===== config.mk =====
export PLATFORM = sky130hd
export DESIGN_NAME = stream_demux_flat
export DESIGN_NICKNAME = d
export VERILOG_FILES = /design/src/rtl/stream_demux_if.sv /design/src/rtl/stream_demux.sv /design/src/flat_wrapper.sv
export SDC_FILE = /design/constraint.sdc
export NUM_CORES = 1
export LEC_CHECK = 0
export ABC_AREA = 1
export CORE_AREA = 8 8 45 47
export CTS_CLUSTER_SIZE = 30
export DETAILED_ROUTE_END_ITERATION = 8
export DIE_AREA = 0 0 53 55
export PLACE_DENSITY_LB_ADDON = 0.08
export SLEW_MARGIN = 20
export SYNTH_ARGS = -nofsm -noshare
export SYNTH_HDL_FRONTEND = slang
export SYNTH_SLANG_ARGS = --single-unit

===== constraint.sdc =====
create_clock -name clk -period 2.05 [get_ports clk]
set_clock_uncertainty 0.1 [all_clocks]
set_input_delay 0.5125 -clock clk [delete_from_list [all_inputs] [get_ports clk]]
set_output_delay 0.5125 -clock clk [all_outputs]
set_load 0.005 [all_outputs]

===== src/rtl/stream_demux_if.sv =====
// Handshake bundle for the 1:2 stream demultiplexer: one input stream, two output streams.
// The optional cnt0/cnt1 ports exist only when DEMUX_CNT_EN is defined.
interface stream_demux_if #(
  parameter int width_size = 2
);
  logic              in_valid;
  logic              in_ready;
  logic              in_sel;
  logic [width_size:0] in_data;
  logic              out0_valid;
  logic              out0_ready;
  logic [width_size:0] out0_data;
  logic              out1_valid;
  logic              out1_ready;
  logic [width_size:0] out1_data;
`ifdef DEMUX_CNT_EN
  logic [7:0]        cnt0;
  logic [7:0]        cnt1;
`endif

  // Environment side: produces the input stream and consumes both output streams.
  modport master (
    output in_valid, in_sel, in_data, out0_ready, out1_ready,
    input  in_ready, out0_valid, out0_data, out1_valid, out1_data
`ifdef DEMUX_CNT_EN
    , input cnt0, cnt1
`endif
  );

  // Demux side.
  modport slave (
    input  in_valid, in_sel, in_data, out0_ready, out1_ready,
    output in_ready, out0_valid, out0_data, out1_valid, out1_data
`ifdef DEMUX_CNT_EN
    , output cnt0, cnt1
`endif
  );
endinterface


===== src/rtl/stream_demux.sv =====
// 1:2 registered stream demultiplexer with an independent one-entry holding register per port.
// Optional feature: define DEMUX_CNT_EN to add the per-port delivered-word counters cnt0/cnt1.
module stream_demux #(
  parameter int width_size = 2
) (
  input  logic          clk,
  input  logic          rst_n,
  stream_demux_if.slave bus
);
  typedef enum logic {
    EMPTY = 1'b0,
    FULL  = 1'b1
  } port_state_e;

  port_state_e         state_q [2];
  port_state_e         state_d [2];
  logic [width_size:0] data_q  [2];
  logic [width_size:0] data_d  [2];

  logic [1:0] out_ready;
  logic [1:0] can_load;
  logic [1:0] load;
  logic [1:0] deliver;
  logic       accept;

  assign out_ready = {bus.out1_ready, bus.out0_ready};

  // A full port frees its slot in the same cycle its sink takes the word, so no bubble.
  assign can_load[0] = (state_q[0] == EMPTY) | out_ready[0];
  assign can_load[1] = (state_q[1] == EMPTY) | out_ready[1];

  // Gated by rst_n so nothing is offered as accepted while the block is held in reset.
  assign bus.in_ready = rst_n & can_load[bus.in_sel];
  assign accept       = bus.in_valid & bus.in_ready;

  always_comb begin
    for (int k = 0; k < 2; k++) begin
      // NOTE: every always_comb output gets a default first so no path leaves it unassigned (latch).
      state_d[k] = state_q[k];
      data_d[k]  = data_q[k];
      load[k]    = accept & (bus.in_sel == 1'(k));
      deliver[k] = (state_q[k] == FULL) & out_ready[k];
      if (load[k]) begin
        state_d[k] = FULL;
        data_d[k]  = bus.in_data;
      end else if (deliver[k]) begin
        state_d[k] = EMPTY;
      end
    end
  end

  always_ff @(posedge clk or negedge rst_n) begin
    if (!rst_n) begin
      for (int k = 0; k < 2; k++) begin
        state_q[k] <= EMPTY;
        // NOTE: the data registers are reset too, because the outputs must read zero after reset.
        data_q[k]  <= '0;
      end
    end else begin
      for (int k = 0; k < 2; k++) begin
        // NOTE: non-blocking assignments so every flop samples pre-edge values.
        state_q[k] <= state_d[k];
        data_q[k]  <= data_d[k];
      end
    end
  end

  assign bus.out0_valid = (state_q[0] == FULL);
  assign bus.out1_valid = (state_q[1] == FULL);
  assign bus.out0_data  = data_q[0];
  assign bus.out1_data  = data_q[1];

`ifdef DEMUX_CNT_EN
  logic [7:0] cnt_q [2];
  logic [7:0] cnt_d [2];

  // Counts completed transfers; an 8-bit add wraps FF -> 00 by itself.
  always_comb begin
    for (int k = 0; k < 2; k++) begin
      cnt_d[k] = cnt_q[k] + 8'(deliver[k]);
    end
  end

  always_ff @(posedge clk or negedge rst_n) begin
    if (!rst_n) begin
      for (int k = 0; k < 2; k++) begin
        cnt_q[k] <= 8'h00;
      end
    end else begin
      for (int k = 0; k < 2; k++) begin
        cnt_q[k] <= cnt_d[k];
      end
    end
  end

  assign bus.cnt0 = cnt_q[0];
  assign bus.cnt1 = cnt_q[1];
`endif
endmodule

===== src/flat_wrapper.sv =====
// flat-port wrapper written by rule: the top's interface ports become plain ports
module stream_demux_flat 
#(
  parameter int width_size = 2
)
  (clk, rst_n, bus_in_valid, bus_in_sel, bus_in_data, bus_out0_ready, bus_out1_ready, bus_in_ready, bus_out0_valid, bus_out0_data, bus_out1_valid, bus_out1_data);
  stream_demux_if #(.width_size(width_size)) bus_i ();
  input  logic clk;
  input  logic rst_n;
  input wire logic [$bits(bus_i.in_valid)-1:0] bus_in_valid;
  input wire logic [$bits(bus_i.in_sel)-1:0] bus_in_sel;
  input wire logic [$bits(bus_i.in_data)-1:0] bus_in_data;
  input wire logic [$bits(bus_i.out0_ready)-1:0] bus_out0_ready;
  input wire logic [$bits(bus_i.out1_ready)-1:0] bus_out1_ready;
  output wire logic [$bits(bus_i.in_ready)-1:0] bus_in_ready;
  output wire logic [$bits(bus_i.out0_valid)-1:0] bus_out0_valid;
  output wire logic [$bits(bus_i.out0_data)-1:0] bus_out0_data;
  output wire logic [$bits(bus_i.out1_valid)-1:0] bus_out1_valid;
  output wire logic [$bits(bus_i.out1_data)-1:0] bus_out1_data;
  assign bus_i.in_valid = bus_in_valid;
  assign bus_i.in_sel = bus_in_sel;
  assign bus_i.in_data = bus_in_data;
  assign bus_i.out0_ready = bus_out0_ready;
  assign bus_i.out1_ready = bus_out1_ready;
  assign bus_in_ready = bus_i.in_ready;
  assign bus_out0_valid = bus_i.out0_valid;
  assign bus_out0_data = bus_i.out0_data;
  assign bus_out1_valid = bus_i.out1_valid;
  assign bus_out1_data = bus_i.out1_data;
  stream_demux #(.width_size(width_size)) u_core (.clk(clk), .rst_n(rst_n), .bus(bus_i));
endmodule

Word level (Yosys, flattened, before mapping)
Cells that the tools add are included.
Word-level totals
  register bits: 8
  memories: 0
  output and inout bits: 9
  RAM bits: 0
  latch bits: 0
  memory bits (read-only): 0
Cells by class
  order comparisons: 1
  multiplexer cells: 6
  shift operators: 0
  reductions and logical operators: 2
  add/sub/neg operators: 0
  multiply operators: 0
  bitwise gates (word level): 11
  equal/unequal tests: 0
  div/mod/pow operators: 0
Operators with widths (number)
  $and 1x1->1: 6
  $mux 1: 6
  $reduce_bool 2->1: 2
  $not 1->1: 3
  $lt 1x2->1 const B: 1
  $or 1x1->1: 2

Depth between registers and ports, before layout
Gate-level depths: netlist of the first run.
  depth in word-level cells: 8
  depth in mapped cells: 7

Worst setup path after synthesis of the first run
OpenSTA, ideal clock, no wires.
  path kind: input -> output
  start point: input port bus_out0_ready
  end point: output port bus_in_ready
  arrival: 0.825 ns
  stages: 4
  setup slack: 0.613 ns
  required time: 1.437 ns
  cell sequence: inv_1 -> nand2_1 -> nor2_1 -> nor2_4
On the way
  longest elaborated chain between the ends: 4
RTL lines
  start, declared: line flat_wrapper.sv:13  | input wire logic [$bits(bus_i.out0_ready)-1:0] bus_out0_ready;
  $or 1x1->1: line stream_demux.sv:29  | assign can_load[0] = (state_q[0] == EMPTY) | out_ready[0];
  $mux 1 (not written as such) (2 in a row): line stream_demux.sv:33  | assign bus.in_ready = rst_n & can_load[bus.in_sel];
  $and 1x1->1: line stream_demux.sv:33
  end, declared: line flat_wrapper.sv:15  | output wire logic [$bits(bus_i.in_ready)-1:0] bus_in_ready;
Every way passes these cells. The select of a mux whose other input is x is not followed.

Final worst setup path of the first run
  start point: input port bus_out1_ready
  end point: output port bus_in_ready
On the way
  longest elaborated chain between the ends: 4
RTL lines
  start, declared: line flat_wrapper.sv:14  | input wire logic [$bits(bus_i.out1_ready)-1:0] bus_out1_ready;
  $or 1x1->1: line stream_demux.sv:30  | assign can_load[1] = (state_q[1] == EMPTY) | out_ready[1];
  $mux 1 (not written as such) (2 in a row): line stream_demux.sv:33
  $and 1x1->1: line stream_demux.sv:33
Every way passes these cells. The select of a mux whose other input is x is not followed.

==> key figures, run 1 <==
Outcome
  – Outcome: complete, no violations

Timing
  – Fin. max-slew vios: 0
  – Max-slew headroom: 0.813
  – Final setup violation count: 0
  – Hold Fails Final Rpt: 0
  – Actual slew at the worst max-slew pin: 0.280 ns
  – Crit path time final: 1.96 ns
  – FMAX: 510 MHz
  – Final period utilization: 0.957
  – RSZ-0062 raised after global routing: no
  – Setup TNS: 0 ns

Global route
  – Grt ovf: 0
  – Total GRT Usage: 0.0741
  – Largest net degree at the start of global routing: 10
  – Initial antenna violation count: 0
  – Vias in the first global route: 376
  – First-pass GRT wire length: 1.56 mm

Die
  – Die Area: just under 3000 sq um
  – Core area: between 1000 and 1500 sq um
  – Initial core utilization: 0.250
  – Width of the die: about 53 microns
  – DIE HEIGHT: 55 microns
  – Io pins: 18
  – Number of cell rows: 14

Placed design
  – Placed Area: ~570 sq um
  – PortBufs: 17
  – DP HPWL: approximately 710 microns
  – GPL Wtd Cong: 0.664

Worst hold path
  – Worst hold endpoint: u_core.bus.out0_data[0]
  – Hold path startpoint: u_core.bus.out0_data[0]
  – Worst hold path type: flop to flop
  – Hold Crit Depth: 2

Clock network
  – CTS Buf Count: 3
  – Worst-path clk slew: 0.05 ns
  – # hold bufs at CTS: 0
  – CTS tree: yes
  – Clk_lat worst skew: 0.25 ns
  – CTS Buffer Depth: 2
  – # H-tree levels: 1
  – Clock Sinks: 8
  – Clk root buf: clkbuf_4

Power
  – Switching Fraction: 0.247
  – P_int: 325 uW
  – NetSw: 107 uW
  – Power Density: 716 nW/um^2
  – Pwr Total: 432 uW
  – Clk pwr share: 0.273
  – Comb pwr share: 0.274
  – Leakage power: 0.000304 uW
  – Worst vdd ir: 0.291 mV
  – Reg power frac: 0.452

Route
  – DR pass1 iterations: 2
  – DRC viols: 0
  – Routed len/inst: 11.1 microns
  – Post-route ant nets: 0
  – Avg Vias per Cell: ~4.3
  – DR vias: 340
  – DRT Wirelength: 886 microns
  – Drt initial violations: 3

Synth
  – Post-synthesis net count: 48
  – Adder-Cell Fraction of Synth Area: 0
  – Yosys reg bits: 8
  – Area fraction in compound gates after synthesis: 0.0435
  – Distinct cells, synth: 9
  – Largest area contributor in the netlist: dfrtp_1
  – Synth area leaders: dfrtp_1 (58%), nand2_1 (15%), nand4_1 (7.2%), inv_1 (6.5%), o21ai_1 (4.3%)
  – Yosys top cell area share: 0.580
  – Main combinational cell family by area after synthesis: simple AND/OR/NAND/NOR gates
  – Sequential area share after synthesis: 0.580
  – Area of the mapped netlist: 345 sq um
  – Mux contribution to synthesized area: 0
  – Post-Syn Instances: 39
  – Simple-gate share of the synthesized area: 0.312
  – Ys Warns: 0
  – Avg Synthesized Cell Area: 8.85 sq um
  – Post-Synth XOR/XNOR Area: 0

Worst setup path
  – Critical Path Source Type: primary input
  – Worst EP arrival: between 1 and 1.5 ns
  – Worst setup path start: bus_out1_ready
  – Reg2Reg Launch Point: u_core.bus.out1_valid
  – R2R Setup Slk: ~0.85 ns
  – WP data required: 1.44 ns
  – Maximum fanout along the worst path: 2
  – R2r endpoint: u_core.bus.out0_data[1]
  – FF-to-FF path depth: 7
  – Worst Setup End Kind: output pin
  – Setup Crit Path Kind: primary input to output pin

Finish
  – Commonest non-fill, non-tap cell in the layout: clkdlybuf4s50_1
  – Share of cells above drive strength 1: 0.219
  – Diodes inserted: 0
  – Fillers: 141
  – Nets: 75
  – Commonest non-fill, non-tap cells in the layout: clkdlybuf4s50_1 (15), nand2_1 (12), dfrtp_1 (8)
  – Design area: just over 600 sq um
  – Multi-input logic area: 130 sq um
  – Sequential cell area: 200 sq um
  – Synth-to-Final Area Change: 74.6%

Job
  – Max Cap Viol: 0
==> critical path, cell delays in order <==
cell	delay [ns]
clkdlybuf4s50_1	0.45
inv_1	0.04
nand3_1	0.08
nand2_2	0.07
nor2_4	0.10
buf_6	0.10
==> cell families after synthesis <==
kind of cell | after synthesis
buffers and inverters | 6
and+or+nand+nor | 22
DFF | 8
AOI/OAI and AO/OA | 3
==> cell type report <==
type	instances	area share
multi-input combinational	25	0.216
sequential	8	0.332
timing repair buffer	22	0.344
tap	16	0.0332
inverter	6	0.0373
clock buffer	3	0.0373
==> synthesized netlist by cell type <==
library cell and count:
nor2_4 1, nand2_1 14, nand3_1 1, nor2_1 1
nand4_1 4, o21ai_1 3, inv_1 6, dfrtp_1 8
nand3_2 1
==> power by group through the flow <==
stage	clock network (uW)	registers, uW	logic (uW)
5_1_grt	137	198	132
4_1_cts	126	196	120
3_5_place_dp	0	198	120
3_3_place_gp	0	197	120
2_1_floorplan	0	200	29.4
6_report	118	195	119
==> sequential cells by signal (all words and copies together), names as in the netlist <==
signal and flops:
u_core.bus.out1_valid 1, u_core.bus.out0_valid 1, u_core.bus.out1_data 3, u_core.bus.out0_data 3
==> metrics by stage <==
| step | util | cells | worst slack, ns | hold WS (ns) |
|---|---|---|---|---|
| after global routing | 0.436 | 80 | 0.00862 | 0.412 |
| after global placement | 0.414 | 77 | -0.320 | 0.357 |
| final | 0.436 | 80 | 0.0880 | 0.369 |
| after CTS | 0.431 | 80 | 0.0805 | 0.371 |
| after floorplan | - | 39 | 0.613 | 0.117 |
| after detailed placement | 0.414 | 77 | -0.321 | 0.362 |
==> metal layers <==
layer  GRT usage  routed length [microns]  part of all wire  vias up
li1            -                        -                 -      176
met1      0.0770                      369              0.42      154
met2       0.117                      427              0.48       10
met3      0.0348                       89              0.10        0
met4      0.0517                        0                 0        0
met5           0                        0                 0        -
==> worst max-delay path by stage <==
stage | to
after detailed placement | bus_in_ready
after global placement | bus_in_ready
after floorplan | bus_in_ready
after CTS | bus_in_ready
after global routing | bus_in_ready
final | bus_in_ready
==> timing repair <==
| action | in CTS | in global routing |
|---|---|---|
| endpoints found under the setup margin | 1 | 1 |
| gates resized for setup | 8 | 1 |
| setup buffers | 0 | 0 |
Power figures use the tool's default switching activity.
==> run 2, diff against run 1 <==
--- a/config.mk
+++ b/config.mk
@@ -11,6 +11,7 @@
 export DETAILED_ROUTE_END_ITERATION = 8
 export DIE_AREA = 0 0 53 55
 export PLACE_DENSITY_LB_ADDON = 0.08
+export SETUP_SLACK_MARGIN = 0.05
 export SLEW_MARGIN = 20
 export SYNTH_ARGS = -nofsm -noshare
 export SYNTH_HDL_FRONTEND = slang
==> key figures, run 2 (synthesis gave the netlist of run 1 again) <==
Die
  – Initial core utilization: 0.250
  – Io pins: 18
  – Core area: 1380 sq um
  – Die Area: 2920 sq um
  – DIE HEIGHT: 55 microns
  – Width of the die: 53 microns
  – Number of cell rows: 14

Finish
  – Sequential cell area: 200 sq um
  – Core Util, Final: 0.447
  – Diodes inserted: 0
  – Multi-input logic area: ~140 sq um
  – Commonest non-fill, non-tap cell in the layout: clkdlybuf4s50_1
  – Fillers: ~140
  – Commonest non-fill, non-tap cells in the layout: clkdlybuf4s50_1 (14), nand2_1 (12), dfrtp_1 (8)
  – Nets: between 70 and 80
  – Synth-to-Final Area Change: 79.0%
  – Share of cells above drive strength 1: 0.262

Power
  – Worst vdd ir: just under 0.3 mV
  – Clk pwr share: 0.272
  – Comb pwr share: 0.279
  – P_int: 327 uW
  – Power Density: 703 nW/um^2
  – Switching Fraction: 0.248
  – Reg power frac: 0.450
  – Leakage power: 0.000316 uW
  – NetSw: between 100 and 150 uW

Worst setup path
  – Reg2Reg Launch Point: u_core.bus.out1_valid
  – WP data required: 1.44 ns
  – Critical Path Source Type: primary input
  – Crit path largest cell delay: 0.45 ns
  – Maximum fanout along the worst path: 2
  – Slowest stage cell, crit path: clkdlybuf4s50_1
  – Worst setup path start: bus_out0_ready
  – Setup Crit Path Kind: primary input to output pin
  – Worst EP arrival: between 1 and 1.5 ns
  – Worst Setup End Kind: output pin
  – CP Cell Sequence: clkdlybuf4s50_1, inv_1, nand2_2, nor2_2, nor2_4, buf_6
  – WP buf/inv: 3
  – CP top delay family: buffers and inverters

Timing
  – Hold Fails Final Rpt: 0
  – FMAX: 522 MHz
  – Crit path time final: ~1.9 ns
  – Max-slew headroom: 0.813
  – RSZ-0062 raised after global routing: no
  – Actual slew at the worst max-slew pin: 0.280 ns
  – Final setup violation count: 0
  – Hold slack: approximately 0.37 ns
  – Fin. max-slew vios: 0
  – Final period utilization: 0.935

Job
  – Max Cap Viol: 0

Global route
  – Grt ovf: 0
  – Largest net degree at the start of global routing: 10
  – Initial antenna violation count: 0
  – First-pass GRT wire length: 1.56 mm
  – Vias in the first global route: 376
  – Total GRT Usage: 0.0741

Placed design
  – GPL Wtd Cong: between 0.6 and 0.7
  – PortBufs: 17
  – DP HPWL: approximately 710 microns

Clock network
  – # hold bufs at CTS: 0
  – Clk root buf: clkbuf_4
  – CTS Buf Count: 3
  – CTS Buffer Depth: 2
  – Clk_lat worst skew: between 0.2 and 0.3 ns
  – Worst-path clk slew: 0.05 ns
  – # H-tree levels: 1
  – Clock Sinks: 8
  – CTS tree: yes

Route
  – DR vias: 348
  – Drt initial violations: 3
  – Post-route ant nets: 0
  – Routed len/inst: between 10 and 15 microns
  – DR pass1 iterations: 2
  – DRT Wirelength: about 900 microns
  – Avg Vias per Cell: 4.30
  – DRC viols: 0

Worst hold path
  – Hold path startpoint: u_core.bus.out0_data[0]
  – Worst hold path type: flop to flop

Outcome
  – Outcome: complete, no violations
[run 2: cell types whose count changed in the layout (fill, tap and decap cells not counted)]
cell and change:
inv_1 -1, clkdlybuf4s50_1 -1, dlymetal6s2s_1 +1, nand3_1 -1, nand3_2 +1, inv_2 +1, buf_4 +1
[run 2: path summary, 6_finish.rpt]
check,to,slack (ns),depth (start not counted)
max,bus_in_ready,0.13,6
min,u_core.bus.out0_data[0],0.37,2
max reg2reg,u_core.bus.out0_data[1],0.75,8
min reg2reg,u_core.bus.out0_data[0],0.37,2
max in group asynchronous,u_core.bus.out1_data[0],1.20,2
min in group asynchronous,u_core.bus.out1_valid,0.52,2
[run 2: power by group through the flow]
stage               Sequential (uW)  Combinational, uW  Clock [uW]
floorplan                       200               29.4           0
global placement                197                120           0
detailed placement              198                120           0
CTS                             196                120         126
global route                    199                135         137
finish                          195                121         118
[run 2: timing repair]
action,in CTS,in global routing
endpoints found under the setup margin,1,1
resized for setup,8,4
pin swaps,0,2
setup buffers,0,1
[run 2: layout make-up]
class / count / area share
Inverter: 6 / 0.0364
Multi-Input combinational cell: 25 / 0.219
Tap cell: 16 / 0.0324
Sequential cell: 8 / 0.324
Clock buffer: 3 / 0.0364
Timing Repair Buffer: 23 / 0.352
[run 2: metal layers]
layer | track usage | wire (microns) | vias to the layer above
met4 | 0.0517 | 0 | 0
met1 | 0.0770 | 377 | 160
li1 | - | - | 178
met5 | 0 | 0 | -
met2 | 0.117 | 434 | 10
met3 | 0.0348 | 90 | 0
[run 2: worst min-delay path: stages (launching register included)]
cell and delay [ns]:
dfrtp_1 0.34, nand2_1 0.05, nand2_1 0.04
[run 2: per-stage QoR]
| stage | cell area, sq um | setup TNS (ns) | setup slack, ns | total power (uW) | cells |
|---|---|---|---|---|---|
| 6_report | 618 | 0 | 0.133 | 435 | 81 |
| 5_1_grt | 618 | 0 | 0.0727 | 471 | 81 |
| 4_1_cts | 597 | 0 | 0.0805 | 441 | 80 |
| 3_5_place_dp | 573 | -0.321 | -0.321 | 318 | 77 |
| 3_3_place_gp | 573 | -0.320 | -0.320 | 317 | 77 |
| 2_1_floorplan | 345 | 0 | 0.613 | 230 | 39 |
